--- src/rtl/mos6502_bus_responder.sv ---
// Bus-side partner of the 6502 core: RAM, interval timer, reset vector, RDY wait states,
// level IRQ from the timer and a synchronised, edge-detected NMI push button.
module mos6502_bus_responder #(
    parameter int          RAM_AW      = 5,
    parameter int          WAIT_STATES = 1,
    parameter logic [15:0] RESET_VEC   = 16'h0200
) (
    input  logic        CLK,
    input  logic        RST,
    input  logic [15:0] ADDRESS,
    input  logic        RW,
    input  logic [7:0]  DATA_OUT,
    output logic [7:0]  DATA_IN,
    output logic        RDY,
    output logic        IRQ,
    output logic        NMI,
    input  logic        NMI_BTN
);
    localparam int         RAM_DEPTH = 1 << RAM_AW;
    localparam logic [3:0] WS        = 4'(WAIT_STATES);
    localparam logic       ZERO_WAIT = (WAIT_STATES == 0);

    typedef enum logic {ST_IDLE, ST_WAIT} state_t;

    state_t            state_r;
    logic [3:0]        cnt_r;
    logic [15:0]       addr_r;
    logic              rw_r;
    logic [7:0]        ram_r [RAM_DEPTH];
    logic [7:0]        tload_r;
    logic [1:0]        ctrl_r;
    logic              pending_r;
    logic [7:0]        counter_r;
    logic              sync1_r;
    logic              sync2_r;
    logic              prev_r;

    logic [15:0]       acc_addr_s;
    logic              acc_rw_s;
    logic              commit_s;
    logic              wr_s;
    logic              ram_sel_s;
    logic [RAM_AW-1:0] ram_idx_s;
    logic [7:0]        rdata_s;
    logic              expire_s;

    // Zero-wait accesses commit on the latching edge, so they decode the live bus.
    assign acc_addr_s = ZERO_WAIT ? ADDRESS : addr_r;
    assign acc_rw_s   = ZERO_WAIT ? RW : rw_r;
    assign commit_s   = (state_r == ST_IDLE) ? ZERO_WAIT : (cnt_r == 4'd1);
    assign wr_s       = commit_s & ~acc_rw_s;
    assign ram_sel_s  = ((acc_addr_s >> RAM_AW) == 16'd0);
    assign ram_idx_s  = acc_addr_s[RAM_AW-1:0];
    assign expire_s   = ctrl_r[0] & (counter_r == 8'd0);

    // Read-data mux over the address map.
    always_comb begin
        rdata_s = 8'hFF;
        if (ram_sel_s) begin
            rdata_s = ram_r[ram_idx_s];
        end else begin
            case (acc_addr_s)
                16'hFF00: rdata_s = tload_r;
                16'hFF01: rdata_s = {6'b000000, ctrl_r};
                16'hFF02: rdata_s = {7'b0000000, pending_r};
                16'hFFFC: rdata_s = RESET_VEC[7:0];
                16'hFFFD: rdata_s = RESET_VEC[15:8];
                default:  rdata_s = 8'hFF;
            endcase
        end
    end

    // RAM array, intentionally not cleared by reset.
    always_ff @(posedge CLK) begin
        if (wr_s && ram_sel_s) begin
            ram_r[ram_idx_s] <= DATA_OUT;
        end
    end

    // Access FSM: latch in IDLE, count wait states, commit and release RDY.
    always_ff @(posedge CLK or posedge RST) begin
        if (RST) begin
            state_r <= ST_IDLE;
            cnt_r   <= 4'd0;
            addr_r  <= 16'h0000;
            rw_r    <= 1'b1;
            DATA_IN <= 8'h00;
            RDY     <= 1'b1;
        end else begin
            case (state_r)
                ST_IDLE: begin
                    addr_r <= ADDRESS;
                    rw_r   <= RW;
                    cnt_r  <= WS;
                    if (!ZERO_WAIT) begin
                        RDY     <= 1'b0;
                        state_r <= ST_WAIT;
                    end else begin
                        RDY <= 1'b1;
                    end
                end
                ST_WAIT: begin
                    cnt_r <= cnt_r - 4'd1;
                    if (cnt_r == 4'd1) begin
                        RDY     <= 1'b1;
                        state_r <= ST_IDLE;
                    end
                end
                default: begin
                    RDY     <= 1'b1;
                    state_r <= ST_IDLE;
                end
            endcase
            if (commit_s && acc_rw_s) begin
                DATA_IN <= rdata_s;
            end
        end
    end

    // Timer registers; expiry beats W1C, and a TLOAD write overrides the reload.
    always_ff @(posedge CLK or posedge RST) begin
        if (RST) begin
            tload_r   <= 8'h00;
            ctrl_r    <= 2'b00;
            pending_r <= 1'b0;
            counter_r <= 8'h00;
            IRQ       <= 1'b0;
        end else begin
            if (ctrl_r[0]) begin
                counter_r <= expire_s ? tload_r : (counter_r - 8'd1);
            end
            if (expire_s) begin
                pending_r <= 1'b1;
            end else if (wr_s && (acc_addr_s == 16'hFF02) && DATA_OUT[0]) begin
                pending_r <= 1'b0;
            end
            if (wr_s) begin
                case (acc_addr_s)
                    16'hFF00: begin
                        tload_r   <= DATA_OUT;
                        counter_r <= DATA_OUT;
                    end
                    16'hFF01: ctrl_r <= DATA_OUT[1:0];
                    default:  ;
                endcase
            end
            IRQ <= pending_r & ctrl_r[1];
        end
    end

    // NMI button synchroniser and rising-edge one-shot.
    always_ff @(posedge CLK or posedge RST) begin
        if (RST) begin
            sync1_r <= 1'b0;
            sync2_r <= 1'b0;
            prev_r  <= 1'b0;
            NMI     <= 1'b0;
        end else begin
            sync1_r <= NMI_BTN;
            sync2_r <= sync1_r;
            prev_r  <= sync2_r;
            NMI     <= sync2_r & ~prev_r;
        end
    end
endmodule

--- config.mk ---
export PLATFORM = sky130hd
export DESIGN_NAME = mos6502_bus_responder
export DESIGN_NICKNAME = d
export VERILOG_FILES = /design/src/rtl/mos6502_bus_responder.sv
export SDC_FILE = /design/constraint.sdc
export NUM_CORES = 1
export LEC_CHECK = 0
export CAP_MARGIN = 0
export CORE_ASPECT_RATIO = 0.75
export CORE_MARGIN = 8
export CORE_UTILIZATION = 50
export CTS_CLUSTER_SIZE = 24
export DETAILED_ROUTE_END_ITERATION = 8
export DONT_BUFFER_PORTS = 1
export SYNTH_ARGS = -nofsm -noshare
export SYNTH_HDL_FRONTEND = slang
export SYNTH_SLANG_ARGS = --single-unit
--- constraint.sdc ---
create_clock -name CLK -period 4.9 [get_ports CLK]
set_clock_uncertainty 0.05 [all_clocks]
set_input_delay 0.49 -clock CLK [delete_from_list [all_inputs] [get_ports CLK]]
set_output_delay 0.49 -clock CLK [all_outputs]
set_load 0.01 [all_outputs]
# Yosys cells after proc, flatten, opt, wreduce, memory -nomap -nowiden
# Memory sizes are Yosys's and may differ from the RTL's.
# Index checks and enable logic that the tools add are counted.
[totals]
regBits = 55
ram_bits = 256
input_bits = 28
out_inout_bits = 11
word_cells = 57
n_memories = 1
[classes]
add_sub_neg = 2
n_eq_ne = 7
mux = 16
bitwise_logic = 7
n_reduce_logical = 9
[memory_table]
columns = ["name", "words", "word_bits", "read_ports", "rd_clocked_by_memory_dff", "wr", "line", "rtl"]
rows = [
  ["ram_r", 32, 8, 1, 0, 1, "29", "logic [7:0] ram_r [RAM_DEPTH];"],
]
[op_table]
columns = ["op", "n"]
rows = [
  ["== test 16 bit (second input constant)", 5],
  ["2-to-1 mux 8 bit", 5],
  ["case mux 8 bit (5 select lines)", 1],
  ["zero test 16 bit", 1],
  ["zero test 8 bit", 1],
  ["case mux 4 bit (2 select lines)", 1],
  ["subtractor 8 x 1 -> 8 bit (second input constant)", 1],
  ["2-to-1 mux 1 bit", 7],
  ["bitwise AND 1 bit", 4],
  ["== test 4 x 1 -> 1 bit (second input constant)", 1],
  ["logical AND 1 bit", 4],
  ["case mux 1 bit (2 select lines)", 2],
  ["AND reduction 2 bit", 2],
  ["subtractor 4 x 1 -> 4 bit (second input constant)", 1],
  ["NOT 1 bit", 3],
  ["inequality test 2 x 1 -> 1 bit (second input constant)", 1],
  ["nonzero test 2 bit", 1],
]

# Logic depth before layout (Yosys ltp)
[logic_depth]
ltp_word = 7
ltp_mapped = 9
ltp_nobuf = 7

# Worst setup path before layout
# No wires, ideal clock.
[synth_timing]
path_type = "reg2reg"
start = "register addr_r[0] (netlist: acc_addr_s[0])"
end = "memory ram_r[30][0], enable pin"
setup_ns = 0.370
arrival_ns = 1.785
required_ns = 4.480
setup_slack_ns = 2.694
path_stages_with_launch = 8
n_path_buf = 4
path_cell_list = "dfrtp_1 -> buf_6 -> buf_6 -> buf_2 -> buf_2 -> nor2_1 -> nand3_1 -> nor2_1"
[synth_lines]
columns = ["element", "line", "rtl"]
rows = [
  ["from (decl)", "27", "logic [15:0] addr_r;"],
  ["from (signal assigned)", "85", "addr_r <= 16'h0000;"],
  ["from (signal assigned)", "92", "addr_r <= ADDRESS;"],
  ["to (decl)", "29", ""],
]
# Straight into the memory's write port.

# Worst setup path after layout
[layout_timing]
start = "register addr_r[1] (netlist: acc_addr_s[1])"
end = "register DATA_IN[3]"
[layout_between]
elab_chain_cells = 3
word_cells_on_any_way = 8
classes_between = "eq/ne (5); mux (2); memory (1)"
[layout_rtl]
columns = ["element", "line", "rtl"]
rows = [
  ["branches (longest 2 deep; another with memory (32 x 8 bit))", "--", ""],
  ["2-to-1 mux 8 bit *", "59", "if (ram_sel_s) begin"],
  ["to (signal assigned)", "115", "DATA_IN <= rdata_s;"],
  ["to (decl)", "13", "output logic [7:0] DATA_IN,"],
]
# Mark *: on every way between the ends.
# A chain may end at the register's enable or synchronous reset.

==> run_summary.xml <==
<?xml version="1.0" encoding="UTF-8"?>
<metrics>
  <group name="status">
    <metric name="status" unit="">complete, no violations</metric>
  </group>
  <group name="timing">
    <metric name="final.period_utilization" unit="">0.6906</metric>
    <metric name="totalNegativeSetupSlack" unit="ps">0</metric>
    <metric name="worst_pin_slew" unit="ps">1014</metric>
    <metric name="grt_setup_unrepaired" unit="">false</metric>
    <metric name="maxSlewViolCount" unit="">0</metric>
    <metric name="hold_fails_final_rpt" unit="">0</metric>
    <metric name="achievable-frequency" unit="MHz">295.5</metric>
    <metric name="setup_violations" unit="">0</metric>
    <metric name="timing.max_slew.rel_slack" unit="">0.3239</metric>
    <metric name="period_needed" unit="ps">3384</metric>
  </group>
  <group name="detailed_routing">
    <metric name="drt_first_pass_iters" unit="">5</metric>
    <metric name="vias" unit="">7070</metric>
    <metric name="drc" unit="">0</metric>
    <metric name="totalWireLength" unit="mm">30.66</metric>
    <metric name="via_per_inst" unit="">6.063</metric>
    <metric name="routed_wl_per_cell" unit="um">26.30</metric>
    <metric name="drt_iter0_drc" unit="">698</metric>
    <metric name="post_drt_antenna_nets" unit="">0</metric>
  </group>
  <group name="global_routing">
    <metric name="antenna_found_initial" unit="">0</metric>
    <metric name="grt-ovfl-total" unit="">0</metric>
    <metric name="pin_count_of_the_biggest_net_entering_global_routing" unit="">56</metric>
    <metric name="global_route_wire_length_before_repair" unit="mm">45.60</metric>
    <metric name="number_of_global_route_vias_before_repair" unit="">6827</metric>
    <metric name="track_usage" unit="">0.1936</metric>
  </group>
  <group name="synthesis">
    <metric name="synth.ff_latch_count" unit="">311</metric>
    <metric name="synth_warnings" unit="">0</metric>
    <metric name="post_synth.cell_area_avg" unit="um^2">16.09</metric>
    <metric name="most_instantiated_flip_flop_cell_in_the_synthesis_netlist" unit="">edfxtp_1</metric>
    <metric name="proportion_of_register_bits_with_asynchronous_set_or_reset_after_synthesis" unit="">0.1768</metric>
    <metric name="synth_cell_type_count" unit="">61</metric>
    <metric name="synth_fp_nets" unit="">827</metric>
    <metric name="syn_area" unit="um^2">12790</metric>
    <metric name="instance_count_of_the_mapped_netlist" unit="">795</metric>
    <metric name="synth_enable_flop_cells" unit="">256</metric>
    <metric name="yosysSeqAreaShare" unit="">0.7087</metric>
  </group>
  <group name="cts">
    <metric name="worstSkewPairLatency" unit="ps">550</metric>
    <metric name="clock_path_buffers" unit="">3</metric>
    <metric name="clock_pin_slew_reported_for_the_worst_setup_and_hold_paths_after_clock_tree_synthesis" unit="ps">70</metric>
    <metric name="htree_levels" unit="">1</metric>
    <metric name="cts_buffers" unit="">29</metric>
    <metric name="clock_tree_from_tritoncts" unit="">done</metric>
    <metric name="cts_root_buf" unit="">clkbuf_16</metric>
    <metric name="clock_sinks" unit="">311</metric>
  </group>
  <group name="power">
    <metric name="switching_share_of_power" unit="">0.2181</metric>
    <metric name="power.switching" unit="uW">1224</metric>
    <metric name="seq_power_share" unit="">0.527</metric>
    <metric name="power_leakage" unit="uW">0.004976</metric>
    <metric name="power_density" unit="nW/um^2">394.7</metric>
    <metric name="clockPowerShare" unit="">0.417</metric>
    <metric name="irDropWorstVdd" unit="V">0.0002777</metric>
    <metric name="internal-power" unit="uW">4389</metric>
    <metric name="p_comb_frac" unit="">0.056</metric>
  </group>
  <group name="final_layout">
    <metric name="n_diodes" unit="">0</metric>
    <metric name="multiInputGateArea" unit="um^2">3423</metric>
    <metric name="final_layout_size_suffix_gt1_frac" unit="">0.1570</metric>
    <metric name="count_of_fill_cells_added_during_filler_insertion" unit="">1931</metric>
    <metric name="stdcell_area" unit="um^2">14220</metric>
    <metric name="area_delta_synth_final" unit="%">11.17</metric>
    <metric name="register_area" unit="um^2">9071</metric>
    <metric name="layout_common_cells" unit="">edfxtp_1, mux2i_1, nor2_1</metric>
    <metric name="mostFrequentLayoutCell" unit="">edfxtp_1</metric>
    <metric name="final_net_count" unit="">837</metric>
  </group>
  <group name="worst_setup_path">
    <metric name="timing.critical_path.slowest_cell_delay" unit="ps">880</metric>
    <metric name="r2r_start" unit="">acc_addr_s[1]$_DFFE_PP0N_</metric>
    <metric name="critPathRequiredTime" unit="ps">5260</metric>
    <metric name="crit_family" unit="">flip-flops</metric>
    <metric name="worst_path_fanout_max" unit="">54</metric>
    <metric name="worst-endpoint-arrival" unit="ps">3750</metric>
    <metric name="slowest_stage_cell_on_the_critical_path" unit="">dfrtp_4</metric>
    <metric name="path_buf_inv" unit="">1</metric>
    <metric name="worst_r2r_path_depth" unit="">6</metric>
    <metric name="r2r_end" unit="">DATA_IN[3]$_DFFE_PP0P_</metric>
    <metric name="timing.critical_path.cells" unit="">buf_12 &gt; mux2i_1 &gt; o22ai_1 &gt; or4_1 &gt; a2111oi_0 &gt; nor3_1</metric>
    <metric name="setup.worst_path.end_class" unit="">flip-flop</metric>
    <metric name="critical_setup_path_class" unit="">flip-flop to flip-flop</metric>
    <metric name="r2r_setup_slack" unit="ps">1520</metric>
    <metric name="setup.worst_path.start_class" unit="">flip-flop</metric>
  </group>
  <group name="floorplanning">
    <metric name="pin_count" unit="">39</metric>
    <metric name="die-height" unit="um">154.5</metric>
    <metric name="die_width" unit="um">200.7</metric>
    <metric name="fp.dieArea" unit="um^2">31010</metric>
    <metric name="initial_core_util" unit="">0.5112</metric>
    <metric name="placeableCoreArea" unit="um^2">25020</metric>
    <metric name="row_count" unit="">50</metric>
  </group>
  <group name="placed_design">
    <metric name="gp_routability_congestion" unit="">0.8393</metric>
    <metric name="numPortBuffers" unit="">0</metric>
    <metric name="dp_hpwl" unit="mm">19.55</metric>
    <metric name="placedInstanceArea" unit="um^2">13010</metric>
  </group>
  <group name="worst_hold_path">
    <metric name="whs_endpoint" unit="">acc_addr_s[4]$_DFFE_PP0N_</metric>
    <metric name="hold_wc_startpoint" unit="">ADDRESS[4]</metric>
    <metric name="min_delay_path_depth" unit="">1</metric>
    <metric name="hp-class" unit="">input port to flip-flop</metric>
  </group>
  <group name="job">
    <metric name="maxCapViolCount" unit="">0</metric>
  </group>
</metrics>
==> cell usage after synthesis, drive strengths merged (2+ instances only) <==
library cell | count | area [um^2]
a2111oi | 6 | 58.80
a211o | 3 | 26.28
a211oi | 2 | 15.01
a21o | 5 | 37.54
a21oi | 16 | 80.08
a22oi | 3 | 22.52
a31o | 2 | 17.52
a31oi | 2 | 12.51
and2 | 7 | 43.79
and3 | 3 | 18.77
buf | 29 | 226.5
clkbuf | 12 | 46.29
dfrtp | 53 | 1326
dfstp | 2 | 52.55
edfxtp | 256 | 7687
ha | 4 | 50.05
inv | 8 | 30.03
mux2 | 24 | 270.3
mux2i | 88 | 880.8
mux4 | 19 | 427.9
nand2 | 48 | 225.2
nand2b | 8 | 50.05
nand3 | 13 | 65.06
nand4 | 8 | 50.05
nand4b | 3 | 32.53
nand4bb | 5 | 56.30
nor2 | 53 | 198.9
nor2b | 8 | 50.05
nor3 | 13 | 65.06
nor4 | 6 | 52.55
o21ai | 12 | 82.58
o22ai | 42 | 262.8
o31ai | 2 | 15.01
o32ai | 3 | 33.79
or2 | 2 | 12.51
or3 | 5 | 31.28
or4 | 6 | 48.80
or4b | 4 | 40.04
xor2 | 2 | 17.52
==> layout make-up <==
class / instances / share of cell area
flip-flops and latches: 311 / 0.6379
multi-input cells: 435 / 0.2407
clock buffers: 33 / 0.05209
well taps: 338 / 0.02974
repair buffers: 20 / 0.01953
clock inverters: 21 / 0.01795
inverters: 8 / 0.002112
==> through the flow <==
stage	total power [uW]	setup slack [ps]	hold slack, ps	util	std cells
finish	5613	1516	30.33	0.5683	1166
global route	5773	1352	7.824	0.5683	1166
CTS	5644	1530	8.568	0.5683	1166
detailed placement	3265	1566	296.9	0.5197	1098
global placement	3257	1634	294.3	0.5197	1098
floorplan	3202	2694	281.2	-	795
==> what timing repair did <==
| action | in CTS | in global routing |
|---|---|---|
| hold buffers | 14 | 0 |
| endpoints found under the hold margin | 315 | 0 |
| buffers inserted | 0 | 0 |
| resized for setup | 0 | 0 |
==> worst max path at each step <==
| stage | end | depth (start not counted) | slack (ps) | start |
|---|---|---|---|---|
| 6_report | DATA_IN[3]$_DFFE_PP0P_ | 6 | 1520 | acc_addr_s[1]$_DFFE_PP0N_ |
| 5_1_grt | ram_r[5][1]$_DFFE_PP_ | 5 | 1350 | state_r$_DFF_PP0_ |
| 4_1_cts | DATA_IN[3]$_DFFE_PP0P_ | 6 | 1530 | acc_addr_s[1]$_DFFE_PP0N_ |
| 3_5_place_dp | DATA_IN[3]$_DFFE_PP0P_ | 6 | 1570 | acc_addr_s[1]$_DFFE_PP0N_ |
| 3_3_place_gp | DATA_IN[3]$_DFFE_PP0P_ | 6 | 1630 | acc_addr_s[1]$_DFFE_PP0N_ |
| 2_1_floorplan | ram_r[30][0]$_DFFE_PP_ | 7 | 2690 | acc_addr_s[0]$_DFFE_PP0N_ |
==> sequential cells by signal, indices dropped and copies added, names as in the netlist <==
signal / flops
cnt_r: 4
sync2_r: 1
DATA_IN: 8
tload_r: 8
sync1_r: 1
ram_r: 256
ctrl_r: 2
acc_addr_s: 16
NMI: 1
state_r: 1
pending_r: 1
IRQ: 1
acc_rw_s: 1
RDY: 1
counter_r: 8
prev_r: 1
==> metal layers <==
| layer | global-route usage | routed length, um | vias up |
|---|---|---|---|
| li1 | - | - | 3136 |
| met1 | 0.2977 | 14390 | 3610 |
| met2 | 0.2720 | 12840 | 284 |
| met3 | 0.05343 | 2880 | 40 |
| met4 | 0.03566 | 541 | 0 |
| met5 | 0 | 0 | - |
==> power groups by stage <==
stage / clock network (uW) / registers [uW] / logic, uW
floorplan: 0 / 2980 / 221
global placement: 0 / 3010 / 247
detailed placement: 0 / 3010 / 253
CTS: 2370 / 2960 / 314
global route: 2470 / 2960 / 342
finish: 2340 / 2960 / 314
==> kinds of logic (layout without fill, tap and decap cells) <==
group,Yosys count,in the layout,synth area share
simple gates,196,196,0.08412
buf+inv,49,82,0.02367
flops,311,311,0.7087
fa+ha+maj,4,4,0.003913
mux,131,131,0.1234
xor+xnor,2,2,0.001370
compound gates,102,102,0.05477
Note: power is estimated with default switching activity, not from simulation.
